[config.mk]
export PLATFORM = sky130hd
export DESIGN_NAME = simple_io_port
export DESIGN_NICKNAME = d
export VERILOG_FILES = /design/src/rtl/simple_io_port.sv
export SDC_FILE = /design/constraint.sdc
export NUM_CORES = 1
export LEC_CHECK = 0
export CAP_MARGIN = 10
export CELL_PAD_IN_SITES_DETAIL_PLACEMENT = 1
export CELL_PAD_IN_SITES_GLOBAL_PLACEMENT = 2
export CORE_AREA = 2 2 99 149
export CTS_CLUSTER_SIZE = 14
export DETAILED_ROUTE_END_ITERATION = 10
export DIE_AREA = 0 0 101 151
export GPL_TIMING_DRIVEN = 1
export PLACE_DENSITY = 0.9
export SLEW_MARGIN = 20
export SYNTH_ARGS = -nofsm -noshare
export SYNTH_HDL_FRONTEND = slang
export SYNTH_SLANG_ARGS = --single-unit
[constraint.sdc]
create_clock -name clock -period 3.8 [get_ports clock]
set_input_delay 0.76 -clock clock [delete_from_list [all_inputs] [get_ports clock]]
set_output_delay 0.76 -clock clock [all_outputs]
set_load 0.005 [all_outputs]
[src/rtl/simple_io_port.sv]
// simple_io_port: I/O responder on the target side of the SIMPLE controller's IN/OUT path.
// The CPU pushes OUT words into an output FIFO, and an external sink drains that FIFO over valid/ready.
// An external source fills an input FIFO, and a small FSM returns those words to the CPU through an
// IN request/acknowledge handshake.
// Optional build macro SIMPLE_IO_LOOPBACK_EN adds a 'loopback' input. When loopback is high, the head
// of the output FIFO is routed into the input FIFO and both external paths are closed.
module simple_io_port #(
    parameter int DATA_W    = 16,
    parameter int OUT_DEPTH = 4,
    parameter int IN_DEPTH  = 4
) (
    input  logic                           clock,
    input  logic                           reset,
`ifdef SIMPLE_IO_LOOPBACK_EN
    input  logic                           loopback,
`endif
    input  logic                           cpu_out_valid,
    input  logic [DATA_W-1:0]              cpu_out_data,
    output logic                           cpu_out_ready,
    input  logic                           cpu_in_req,
    output logic                           cpu_in_ack,
    output logic [DATA_W-1:0]              cpu_in_data,
    output logic                           ext_out_valid,
    output logic [DATA_W-1:0]              ext_out_data,
    input  logic                           ext_out_ready,
    input  logic                           ext_in_valid,
    input  logic [DATA_W-1:0]              ext_in_data,
    output logic                           ext_in_ready,
    output logic [$clog2(OUT_DEPTH):0]     out_count,
    output logic [$clog2(IN_DEPTH):0]      in_count
);

    localparam int OUT_AW = $clog2(OUT_DEPTH);
    localparam int IN_AW  = $clog2(IN_DEPTH);
    localparam logic [OUT_AW:0] OUT_FULL = (OUT_AW+1)'(OUT_DEPTH);
    localparam logic [IN_AW:0]  IN_FULL  = (IN_AW+1)'(IN_DEPTH);

    typedef enum logic [1:0] {
        IDLE,
        WAIT,
        RESP
    } state_t;

    state_t state_q;
    state_t state_d;

    logic [DATA_W-1:0] out_mem [OUT_DEPTH];
    logic [OUT_AW-1:0] out_wr_ptr;
    logic [OUT_AW-1:0] out_rd_ptr;
    logic [DATA_W-1:0] in_mem [IN_DEPTH];
    logic [IN_AW-1:0]  in_wr_ptr;
    logic [IN_AW-1:0]  in_rd_ptr;

    logic lb_mode;
    logic out_not_empty;
    logic in_not_full;
    logic in_not_empty;
    logic lb_xfer;
    logic out_push;
    logic out_pop;
    logic in_push;
    logic in_pop;
    logic [DATA_W-1:0] in_push_data;

`ifdef SIMPLE_IO_LOOPBACK_EN
    assign lb_mode = loopback;
`else
    assign lb_mode = 1'b0;
`endif

    // Every flag below comes from the registered counts only. As a result, a full FIFO keeps ready
    // low even in a cycle where it also pops.
    assign out_not_empty = (out_count != '0);
    assign in_not_full   = (in_count != IN_FULL);
    assign in_not_empty  = (in_count != '0);

    assign cpu_out_ready = (out_count != OUT_FULL);
    assign ext_out_valid = out_not_empty && !lb_mode;
    assign ext_out_data  = out_mem[out_rd_ptr];
    assign ext_in_ready  = in_not_full && !lb_mode;

    // Every transfer completes in one cycle, so toggling loopback can never split a word.
    assign lb_xfer      = lb_mode && out_not_empty && in_not_full;
    assign out_push     = cpu_out_valid && cpu_out_ready;
    assign out_pop      = lb_mode ? lb_xfer : (ext_out_valid && ext_out_ready);
    assign in_push      = lb_mode ? lb_xfer : (ext_in_valid && ext_in_ready);
    assign in_push_data = lb_mode ? out_mem[out_rd_ptr] : ext_in_data;

    // Output FIFO storage. It has no reset because its contents are don't-care after reset.
    always_ff @(posedge clock) begin
        if (out_push) begin
            out_mem[out_wr_ptr] <= cpu_out_data;
        end
    end

    // Output FIFO pointers and occupancy. The pointers wrap naturally at a power-of-two depth.
    always_ff @(posedge clock or posedge reset) begin
        if (reset) begin
            out_wr_ptr <= '0;
            out_rd_ptr <= '0;
            out_count  <= '0;
        end else begin
            if (out_push) begin
                out_wr_ptr <= out_wr_ptr + 1'b1;
            end
            if (out_pop) begin
                out_rd_ptr <= out_rd_ptr + 1'b1;
            end
            case ({out_push, out_pop})
                2'b10:   out_count <= out_count + 1'b1;
                2'b01:   out_count <= out_count - 1'b1;
                default: out_count <= out_count;
            endcase
        end
    end

    // Input FIFO storage. It is fed either by the external source or by the loopback path.
    always_ff @(posedge clock) begin
        if (in_push) begin
            in_mem[in_wr_ptr] <= in_push_data;
        end
    end

    // Input FIFO pointers and occupancy. The IN FSM is the only reader.
    always_ff @(posedge clock or posedge reset) begin
        if (reset) begin
            in_wr_ptr <= '0;
            in_rd_ptr <= '0;
            in_count  <= '0;
        end else begin
            if (in_push) begin
                in_wr_ptr <= in_wr_ptr + 1'b1;
            end
            if (in_pop) begin
                in_rd_ptr <= in_rd_ptr + 1'b1;
            end
            case ({in_push, in_pop})
                2'b10:   in_count <= in_count + 1'b1;
                2'b01:   in_count <= in_count - 1'b1;
                default: in_count <= in_count;
            endcase
        end
    end

    // IN FSM state register.
    always_ff @(posedge clock or posedge reset) begin
        if (reset) begin
            state_q <= IDLE;
        end else begin
            state_q <= state_d;
        end
    end

    // IN FSM next-state logic. The FIFO is popped on the transition into RESP. Dropping the request
    // while in WAIT abandons the request without consuming a word.
    always_comb begin
        state_d = state_q;
        in_pop  = 1'b0;
        case (state_q)
            IDLE: begin
                if (cpu_in_req) begin
                    if (in_not_empty) begin
                        in_pop  = 1'b1;
                        state_d = RESP;
                    end else begin
                        state_d = WAIT;
                    end
                end
            end
            WAIT: begin
                if (!cpu_in_req) begin
                    state_d = IDLE;
                end else if (in_not_empty) begin
                    in_pop  = 1'b1;
                    state_d = RESP;
                end
            end
            RESP: begin
                state_d = IDLE;
            end
            default: begin
                state_d = IDLE;
            end
        endcase
    end

    // The IN result is captured when the word is popped and held until the next pop.
    always_ff @(posedge clock or posedge reset) begin
        if (reset) begin
            cpu_in_data <= '0;
        end else if (in_pop) begin
            cpu_in_data <= in_mem[in_rd_ptr];
        end
    end

    assign cpu_in_ack = (state_q == RESP);

endmodule

==> flow_summary.json, run 1 <==
{
  "setup_violations": 0,
  "tightest_slew_ns": 0.895,
  "synth.distinct_cells": 30,
  "antennaDiodeCount": 0,
  "synth-compound-area-share_pct": 0.142,
  "place_congestion": 0.711,
  "yosysTopAreaCellShare_pct": 62.4,
  "whs_endpoint": "out_rd_ptr[0]$_DFFE_PP0P_",
  "worstPathArrival_ns": 2.18,
  "syn_nets": 332,
  "postCtsSetupBuffers": 0,
  "die_h_um": 151,
  "synthCells": 282,
  "power_density_mw_per_mm2": 805,
  "min-delay-start": "out_rd_ptr[0]$_DFFE_PP0P_",
  "dieArea_mm2": 0.0153,
  "vias": 2895,
  "drt_iter0_drc": 97,
  "routed_wirelength_mm": 11.3,
  "cts_buffers": 17,
  "cp-end-kind": "primary output",
  "cpMaxStageDelayCell": "dfrtp_1",
  "synthSimpleGateAreaFrac_pct": 2.54,
  "reg2reg_slack_ns": 1.44,
  "syn_area_mm2": 0.00616,
  "num_rows": 53,
  "grt_max_degree": 33,
  "hold_viol": 0,
  "crit_path_cell_trace": "mux4_2 -> clkdlybuf4s50_1",
  "r2r_cells": 9,
  "synth_fa_ha_area_share_pct": 2.68,
  "worst-path-buf-inv": 1,
  "final_cell_mix": "128 x edfxtp_1, 79 x clkdlybuf4s50_1, 31 x dfrtp_1",
  "grt_pass1_wl_mm": 18.4,
  "synth-xor-area-share_pct": 1.71,
  "drt_pass1_iterations": 4,
  "grt_usage_pct": 16.6,
  "timing.final.crit_share_pct": 77.4,
  "finalWorstSetupSlack_ns": 0.860,
  "area_growth_pct": 25.6,
  "crit_fanout": 17,
  "cts_tree": "done",
  "slew_headroom_pct": 40.3,
  "leakagePower_nw": 2.77,
  "cts_max_path_buffers": 2,
  "yosys_warnings": 0,
  "clk_pin_slew_worst_paths_ns": 0.06,
  "drcViolationCount": 0,
  "fin_setup_tns_ns": 0,
  "drive_above_1_share_pct": 21.2,
  "grt-ovfl-total": 0,
  "htreeDepth": 4,
  "synth_top_family_by_area": "multiplexers",
  "ys_seq_elements": 160,
  "fillers": 1203,
  "ant_nets": 0,
  "min_period_ns": 2.94,
  "hold_depth": 1,
  "status": "finished, final reports clean",
  "grt_pass1_vias": 3399,
  "port_buffers": 79,
  "maxCapViolCount": 0,
  "ir_drop_mv": 0.376,
  "crit_type": "reg2out",
  "r2r-end": "out_count[2]$_DFFE_PP0P_",
  "cpLargestDelayFamily": "flip-flops",
  "yosys.area.top_type": "edfxtp_1",
  "max_freq_ghz": 0.340,
  "drv_slew": 0,
  "synth_mux_area_share_pct": 15.8,
  "antenna_found_initial": 0,
  "synth_area_leaders": "edfxtp_1 62%, dfrtp_1 13%, mux4_2 9.5%, mux2_2 2.9%, mux4_1 2.6%",
  "hp-class": "reg2reg",
  "start_kind": "flip-flop",
  "start_util_pct": 44.2,
  "synth_seq_area_share_pct": 75.4,
  "clkLatencyLatePin_ns": 0.41,
  "syn_avg_cell_area_um2": 21.9,
  "die_x_um": 101,
  "dp_hpwl_mm": 7.45,
  "nets": 424,
  "finClkSkew_ns": 0.0106,
  "core_area_mm2": 0.0139,
  "cts_resized": 0,
  "avgViaCountPerCell": 5.24,
  "wire_per_inst_um": 20.5,
  "final_common_cell": "edfxtp_1",
  "cts_sinks": 160,
  "required_ns": 3.04,
  "pin_count": 80,
  "cts_root_buffer": "clkbuf_16",
  "r2r_start": "out_count[0]$_DFFE_PP0P_",
  "rsz0062_at_grt": "no",
  "timing.hold.ws_ns": 0.492,
  "place_ws_ns": 1.19,
  "slowest_delay_ns": 0.86,
  "cts_hold_buffers": 0
}
[Yosys cell counts]
cell	n
or3_1	1
inv_1	13
xor2_1	7
ha_1	10
mux4_2	26
nor2_4	1
nand2b_1	1
dfrtp_1	32
nor2_1	3
o31a_1	1
nor4_1	1
nor3_2	1
fa_1	2
xnor2_1	5
mux2i_1	2
nand2_1	1
or3b_4	1
and3_1	8
buf_2	3
or3b_1	1
nor3b_1	1
mux2_2	16
nor2b_1	1
clkbuf_1	2
edfxtp_1	128
buf_4	2
mux2_4	2
mux4_1	6
buf_6	2
and2_4	2
[worst max path at each step]
stage,start,end,slack (ns),cells after the start
floorplan,cpu_in_req,in_count[2]$_DFFE_PP0P_,1.46,9
global placement,cpu_in_req,in_count[2]$_DFFE_PP0P_,1.26,9
detailed placement,cpu_in_req,in_count[2]$_DFFE_PP0P_,1.19,9
CTS,out_rd_ptr[1]$_DFFE_PP0P_,ext_out_data[14],0.82,2
global route,out_rd_ptr[1]$_DFFE_PP0P_,ext_out_data[14],0.74,2
finish,out_rd_ptr[1]$_DFFE_PP0P_,ext_out_data[14],0.86,2
[kinds of logic after synthesis]
group / after synthesis
buf+inv: 22
xor+xnor: 12
flops: 160
simple gates: 23
fa+ha+maj: 12
mux: 52
compound gates: 1
[layout make-up]
cell class	instances	area, um^2	share of cell area, %
tap	165	206	2.67
clock inverter	13	186	2.41
clock buffer	19	433	5.59
multi-input combinational	100	1410	18.2
timing repair buffer	82	813	10.5
sequential	160	4650	60.0
inverter	13	48.8	0.630
[report_power, final]
group	switching (mW)	total [mW]	internal, mW
clock	0.660	1.76	1.10
combinational	0.681	1.76	1.08
sequential	0.319	2.70	2.38
total	1.66	6.23	4.57
[sequential cells by signal (all words and copies together), names as in the netlist, 3 cells and up]
signal	cells
in_mem	64
out_count	3
out_mem	64
in_count	3
cpu_in_data	16
[worst register-to-register path: cells and delay by family (launching register included)]
family                     cells  cell delay (ns)
DFF                            1             0.44
and+or+nand+nor                3             0.86
buffers and inverters          2             0.13
xor gates and xnor gates       2             0.30
adders and majority gates      2             0.56
[layer usage]
metal	global-route usage (%)	wire [um]	share of wire [%]
met3	3.74	371	3.3
met4	5.74	145	1.3
met5	0	0	0
met2	30.1	6300	56
met1	19.1	4500	40
[through the flow]
stage | util [%] | instance area (um^2) | instances | power, mW
final | 55.6 | 7740 | 552 | 6.23
after global routing | 55.6 | 7740 | 552 | 6.57
after CTS | 55.6 | 7740 | 552 | 6.34
after detailed placement | 51.1 | 7120 | 520 | 4.55
after global placement | 51.1 | 7120 | 520 | 4.44
after floorplan | - | 6160 | 282 | 3.67
Power figures use the tool's default switching activity.
==> run 2: changes to the inputs <==
--- a/config.mk
+++ b/config.mk
@@ -8,12 +8,12 @@
 export CAP_MARGIN = 10
 export CELL_PAD_IN_SITES_DETAIL_PLACEMENT = 1
 export CELL_PAD_IN_SITES_GLOBAL_PLACEMENT = 2
-export CORE_AREA = 2 2 99 149
+export CORE_AREA = 2 2 102 154
 export CTS_CLUSTER_SIZE = 14
 export DETAILED_ROUTE_END_ITERATION = 10
-export DIE_AREA = 0 0 101 151
+export DIE_AREA = 0 0 104 156
 export GPL_TIMING_DRIVEN = 1
-export PLACE_DENSITY = 0.9
+export PLACE_DENSITY = 0.86
 export SLEW_MARGIN = 20
 export SYNTH_ARGS = -nofsm -noshare
 export SYNTH_HDL_FRONTEND = slang
==> constraint.sdc (replaced) <==
create_clock -name clock -period 3 [get_ports clock]
set_input_delay 0.6 -clock clock [delete_from_list [all_inputs] [get_ports clock]]
set_output_delay 0.6 -clock clock [all_outputs]
set_load 0.005 [all_outputs]
==> flow_summary.json, run 2 (synthesized netlist as in run 1, its figures left out) <==
{
  "status": "finished, final reports clean",
  "nets": 435,
  "cts_max_path_buffers": 2,
  "whs_endpoint": "out_rd_ptr[1]$_DFFE_PP0P_",
  "required_ns": 2.40,
  "pin_count": 80,
  "hold_viol": 0,
  "grt_use_met1_pct": 18.0,
  "grt-ovfl-total": 0,
  "hold_depth": 1,
  "timing.hold.ws_ns": 0.476,
  "clk_pin_slew_worst_paths_ns": 0.06,
  "port_buffers": 79,
  "area_growth_pct": 27.8,
  "die_h_um": 156,
  "r2r-end": "out_count[2]$_DFFE_PP0P_",
  "start_util_pct": 41.5,
  "top_regs": "in_mem (64), out_mem (64), cpu_in_data (16)",
  "rsz0062_at_grt": "no",
  "start_kind": "flip-flop",
  "drv_slew": 0,
  "crit_fanout": 16,
  "leakagePower_nw": 2.84,
  "fin_util_pct": 53.0,
  "timing.final.crit_share_pct": 93.3,
  "cts_tree": "done",
  "hp-class": "reg2reg",
  "grt_pass1_vias": 3396,
  "wire_per_inst_um": 20.0,
  "grt_pass1_wl_mm": 19.3,
  "power_density_mw_per_mm2": 1020,
  "cts_hold_buffers": 0,
  "cts_sinks": 160,
  "use_met3_pct": 4.05,
  "r2r_cells": 9,
  "max_freq_ghz": 0.357,
  "htreeDepth": 4,
  "multi_input_area_mm2": 0.00141,
  "min_period_ns": 2.80,
  "cts_buffers": 17,
  "clkLatencyLatePin_ns": 0.41,
  "drt_iter0_drc": 89,
  "drcViolationCount": 0,
  "maxCapViolCount": 0,
  "r2r_start": "out_count[0]$_DFFE_PP0P_",
  "antenna_found_initial": 0,
  "num_rows": 55,
  "final_common_cell": "edfxtp_1",
  "avgViaCountPerCell": 4.94,
  "power_mw": 8.03,
  "dieArea_mm2": 0.0162,
  "grt_usage_pct": 16.0,
  "die_x_um": 104,
  "groute.layer.met2.usage_pct": 29.4,
  "routed_wirelength_mm": 11.9,
  "dp_hpwl_mm": 8.07,
  "place_congestion": 0.701,
  "grt-busiest-layer": "met2",
  "postCtsSetupBuffers": 0,
  "final_cell_mix": "128 x edfxtp_1, 79 x clkdlybuf4s50_1, 32 x dfrtp_1",
  "reg2reg_slack_ns": 0.55,
  "fin_setup_tns_ns": 0,
  "design_area_mm2": 0.00787,
  "tightest_slew_ns": 0.796,
  "ir_drop_mv": 0.503,
  "fillers": 1375,
  "slew_headroom_pct": 47.0,
  "cp-end-kind": "primary output",
  "core_area_mm2": 0.0149,
  "cts_resized": 0,
  "ant_nets": 0,
  "regArea_mm2": 0.00464,
  "drt_pass1_iterations": 4,
  "worstPathArrival_ns": 2.20,
  "placed_cell_area_mm2": 0.00725,
  "antennaDiodeCount": 0,
  "crit_type": "reg2out",
  "grt_max_degree": 26,
  "cts_root_buffer": "clkbuf_16",
  "vias": 2951,
  "drive_above_1_share_pct": 22.9,
  "min-delay-start": "out_rd_ptr[1]$_DFFE_PP0P_",
  "finClkSkew_ns": 0.00781,
  "setup_violations": 0
}
run 2: cell types whose count changed in the layout (fill, tap and decap cells not counted), sizes merged:
cell	delta
buf	+11
clkinv	+2
clkinvlp	-2
inv	-2
bufinv	+1
clkbuf	+1
run 2: worst max-delay path by stage:
| stage | from | endpoint | cells after the start |
|---|---|---|---|
| 2_1_floorplan | cpu_in_req | in_count[2]$_DFFE_PP0P_ | 9 |
| 3_3_place_gp | cpu_in_req | in_count[2]$_DFFE_PP0P_ | 9 |
| 3_5_place_dp | cpu_in_req | in_count[2]$_DFFE_PP0P_ | 9 |
| 4_1_cts | out_rd_ptr[0]$_DFFE_PP0P_ | ext_out_data[14] | 3 |
| 5_1_grt | out_rd_ptr[0]$_DFFE_PP0P_ | ext_out_data[14] | 3 |
| 6_report | out_rd_ptr[0]$_DFFE_PP0P_ | ext_out_data[14] | 3 |
run 2: metrics by stage:
step,instances,worst slack [ns]
after detailed placement,565,0.523
after global routing,597,0.0845
after global placement,565,0.609
after CTS,597,0.131
after floorplan,282,0.823
final,597,0.202
run 2: cell type report:
class                      instances  area share [%]
clock buffer                      20            5.55
multi-input combinational        100            17.9
sequential                       160            59.0
timing repair buffer              93            11.4
tap                              199            3.16
clock inverter                    12            2.42
inverter                          13           0.620
run 2: worst max-delay path, stage by stage, from the launching register on:
cell,delay [ns]
dfrtp_1,0.39
buf_4,0.34
mux4_2,0.57
clkdlybuf4s50_1,0.48
run 2: routing by layer:
metal  up-vias  part of all wire [%]
met1      1539                    39
met4         0                   1.5
met5         -                     0
met3        14                   3.4
met2        70                    56
li1       1328                     -
run 2: power breakdown:
| group | switching [mW] | total (mW) | internal (mW) |
|---|---|---|---|
| clock network | 0.817 | 2.29 | 1.47 |
| registers | 0.316 | 3.33 | 3.01 |
| logic | 0.982 | 2.41 | 1.43 |
| total | 2.12 | 8.03 | 5.91 |
==> run 3: changes to the inputs <==
--- a/config.mk
+++ b/config.mk
@@ -13,7 +13,7 @@
 export DETAILED_ROUTE_END_ITERATION = 10
 export DIE_AREA = 0 0 104 156
 export GPL_TIMING_DRIVEN = 1
-export PLACE_DENSITY = 0.86
+export PLACE_DENSITY = 0.79
 export SLEW_MARGIN = 20
 export SYNTH_ARGS = -nofsm -noshare
 export SYNTH_HDL_FRONTEND = slang
==> flow_summary.json, run 3 (synthesized netlist as in run 1, its figures left out) <==
{
  "cts_sinks": 160,
  "cts_buffers": 17,
  "placed_cell_area_mm2": 0.00724,
  "cpLargestDelayFamily": "buffers and inverters",
  "maxCapViolCount": 0,
  "cts_hold_buffers": 0,
  "finalWorstSetupSlack_ns": 0.216,
  "drt_iter0_drc": 96,
  "grt_pass1_vias": 3434,
  "routed_wirelength_mm": 11.4,
  "crit_path_cell_trace": "buf_4 -> mux4_2 -> clkdlybuf4s50_1",
  "start_util_pct": 41.5,
  "worstPathArrival_ns": 2.18,
  "die_x_um": 104,
  "area_growth_pct": 26.7,
  "top_regs": "in_mem (64), out_mem (64), cpu_in_data (16)",
  "ant_nets": 0,
  "pin_count": 80,
  "crit_type": "reg2out",
  "nets": 434,
  "drcViolationCount": 0,
  "fin_setup_tns_ns": 0,
  "required_ns": 2.40,
  "antenna_found_initial": 0,
  "clk_pin_slew_worst_paths_ns": 0.06,
  "max_freq_ghz": 0.359,
  "min_period_ns": 2.78,
  "final_cell_mix": "128 x edfxtp_1, 79 x clkdlybuf4s50_1, 32 x dfrtp_1",
  "htreeDepth": 4,
  "slew_headroom_pct": 47.0,
  "final_common_cell": "edfxtp_1",
  "grt-ovfl-total": 0,
  "dieArea_mm2": 0.0162,
  "crit_fanout": 16,
  "cts_root_buffer": "clkbuf_16",
  "hold_viol": 0,
  "antennaDiodeCount": 0,
  "grt_usage_pct": 15.6,
  "finClkSkew_ns": 0.0121,
  "place_ws_ns": 0.544,
  "fillers": 1375,
  "grt_max_degree": 33,
  "avgViaCountPerCell": 4.94,
  "vias": 2942,
  "drive_above_1_share_pct": 23.2,
  "drv_slew": 0,
  "design_area_mm2": 0.00781,
  "place_congestion": 0.667,
  "hp-class": "reg2reg",
  "setup_violations": 0,
  "regArea_mm2": 0.00464,
  "cts_tree": "done",
  "num_rows": 55,
  "timing.final.crit_share_pct": 92.8,
  "cpMaxStageDelayCell": "mux4_2",
  "rsz0062_at_grt": "no",
  "dp_hpwl_mm": 7.50,
  "start_kind": "flip-flop",
  "worst-path-buf-inv": 2,
  "cp-end-kind": "primary output",
  "ir_drop_mv": 0.449,
  "drt_pass1_iterations": 4,
  "cts_resized": 0,
  "cts_max_path_buffers": 2,
  "power_density_mw_per_mm2": 991,
  "die_h_um": 156,
  "grt_pass1_wl_mm": 18.9,
  "clkLatencyLatePin_ns": 0.42,
  "multi_input_area_mm2": 0.00141,
  "wire_per_inst_um": 19.1,
  "slowest_delay_ns": 0.55,
  "postCtsSetupBuffers": 0,
  "status": "finished, final reports clean",
  "core_area_mm2": 0.0149,
  "tightest_slew_ns": 0.795,
  "port_buffers": 79,
  "leakagePower_nw": 2.79
}
[run 3: worst reg2reg max path, delay by kind of cell (launching register included)]
kind,cells,cell delay (ns)
buf+inv,2,0.13
xor+xnor,2,0.30
simple gates,3,0.80
flops,1,0.44
fa+ha+maj,2,0.57
[run 3: path summary, 6_finish.rpt]
check,start,end,slack [ns],depth (start not counted)
worst min register to register,cpu_in_data[3]$_DFFE_PP0P_,cpu_in_data[3]$_DFFE_PP0P_,0.51,1
max in group asynchronous,reset,out_rd_ptr[1]$_DFFE_PP0P_,2.04,3
min in group asynchronous,reset,cpu_in_data[12]$_DFFE_PP0P_,0.62,3
worst max register to register,out_count[0]$_DFFE_PP0P_,out_count[2]$_DFFE_PP0P_,0.70,9
worst max-delay path,out_rd_ptr[0]$_DFFE_PP0P_,ext_out_data[8],0.22,3
worst min-delay path,cpu_in_data[3]$_DFFE_PP0P_,cpu_in_data[3]$_DFFE_PP0P_,0.51,1
[run 3: cell type report]
type,instances,share of cell area (%)
clock buffers,21,5.90
clock inverters,11,1.39
inverters,13,0.625
multi-input cells,100,18.0
flip-flops and latches,160,59.5
well taps,199,3.19
repair buffers,92,11.4
[run 3: power breakdown]
group          internal (mW)  switching [mW]  total [mW]  leakage, nW
Sequential              3.01           0.296        3.31         1.55
Clock                   1.19           0.852        2.04        0.266
Combinational           1.42           0.965        2.39        0.978
Total                   5.62            2.11        7.74         2.79
[run 3: layer usage]
| metal | part of all wire (%) | track usage [%] | vias up |
|---|---|---|---|
| li1 | - | - | 1323 |
| met1 | 40 | 18.1 | 1539 |
| met2 | 55 | 27.8 | 66 |
| met3 | 3.5 | 3.30 | 14 |
| met4 | 1.4 | 6.76 | 0 |
| met5 | 0 | 0 | - |
[run 3: per-stage QoR]
stage | hold slack, ns | instances | util [%] | total power, mW
floorplan | 0.505 | 282 | - | 4.65
global placement | 0.480 | 564 | 48.7 | 5.71
detailed placement | 0.498 | 564 | 48.7 | 5.81
CTS | 0.515 | 596 | 52.5 | 7.88
global route | 0.539 | 596 | 52.5 | 8.19
finish | 0.512 | 596 | 52.5 | 7.74
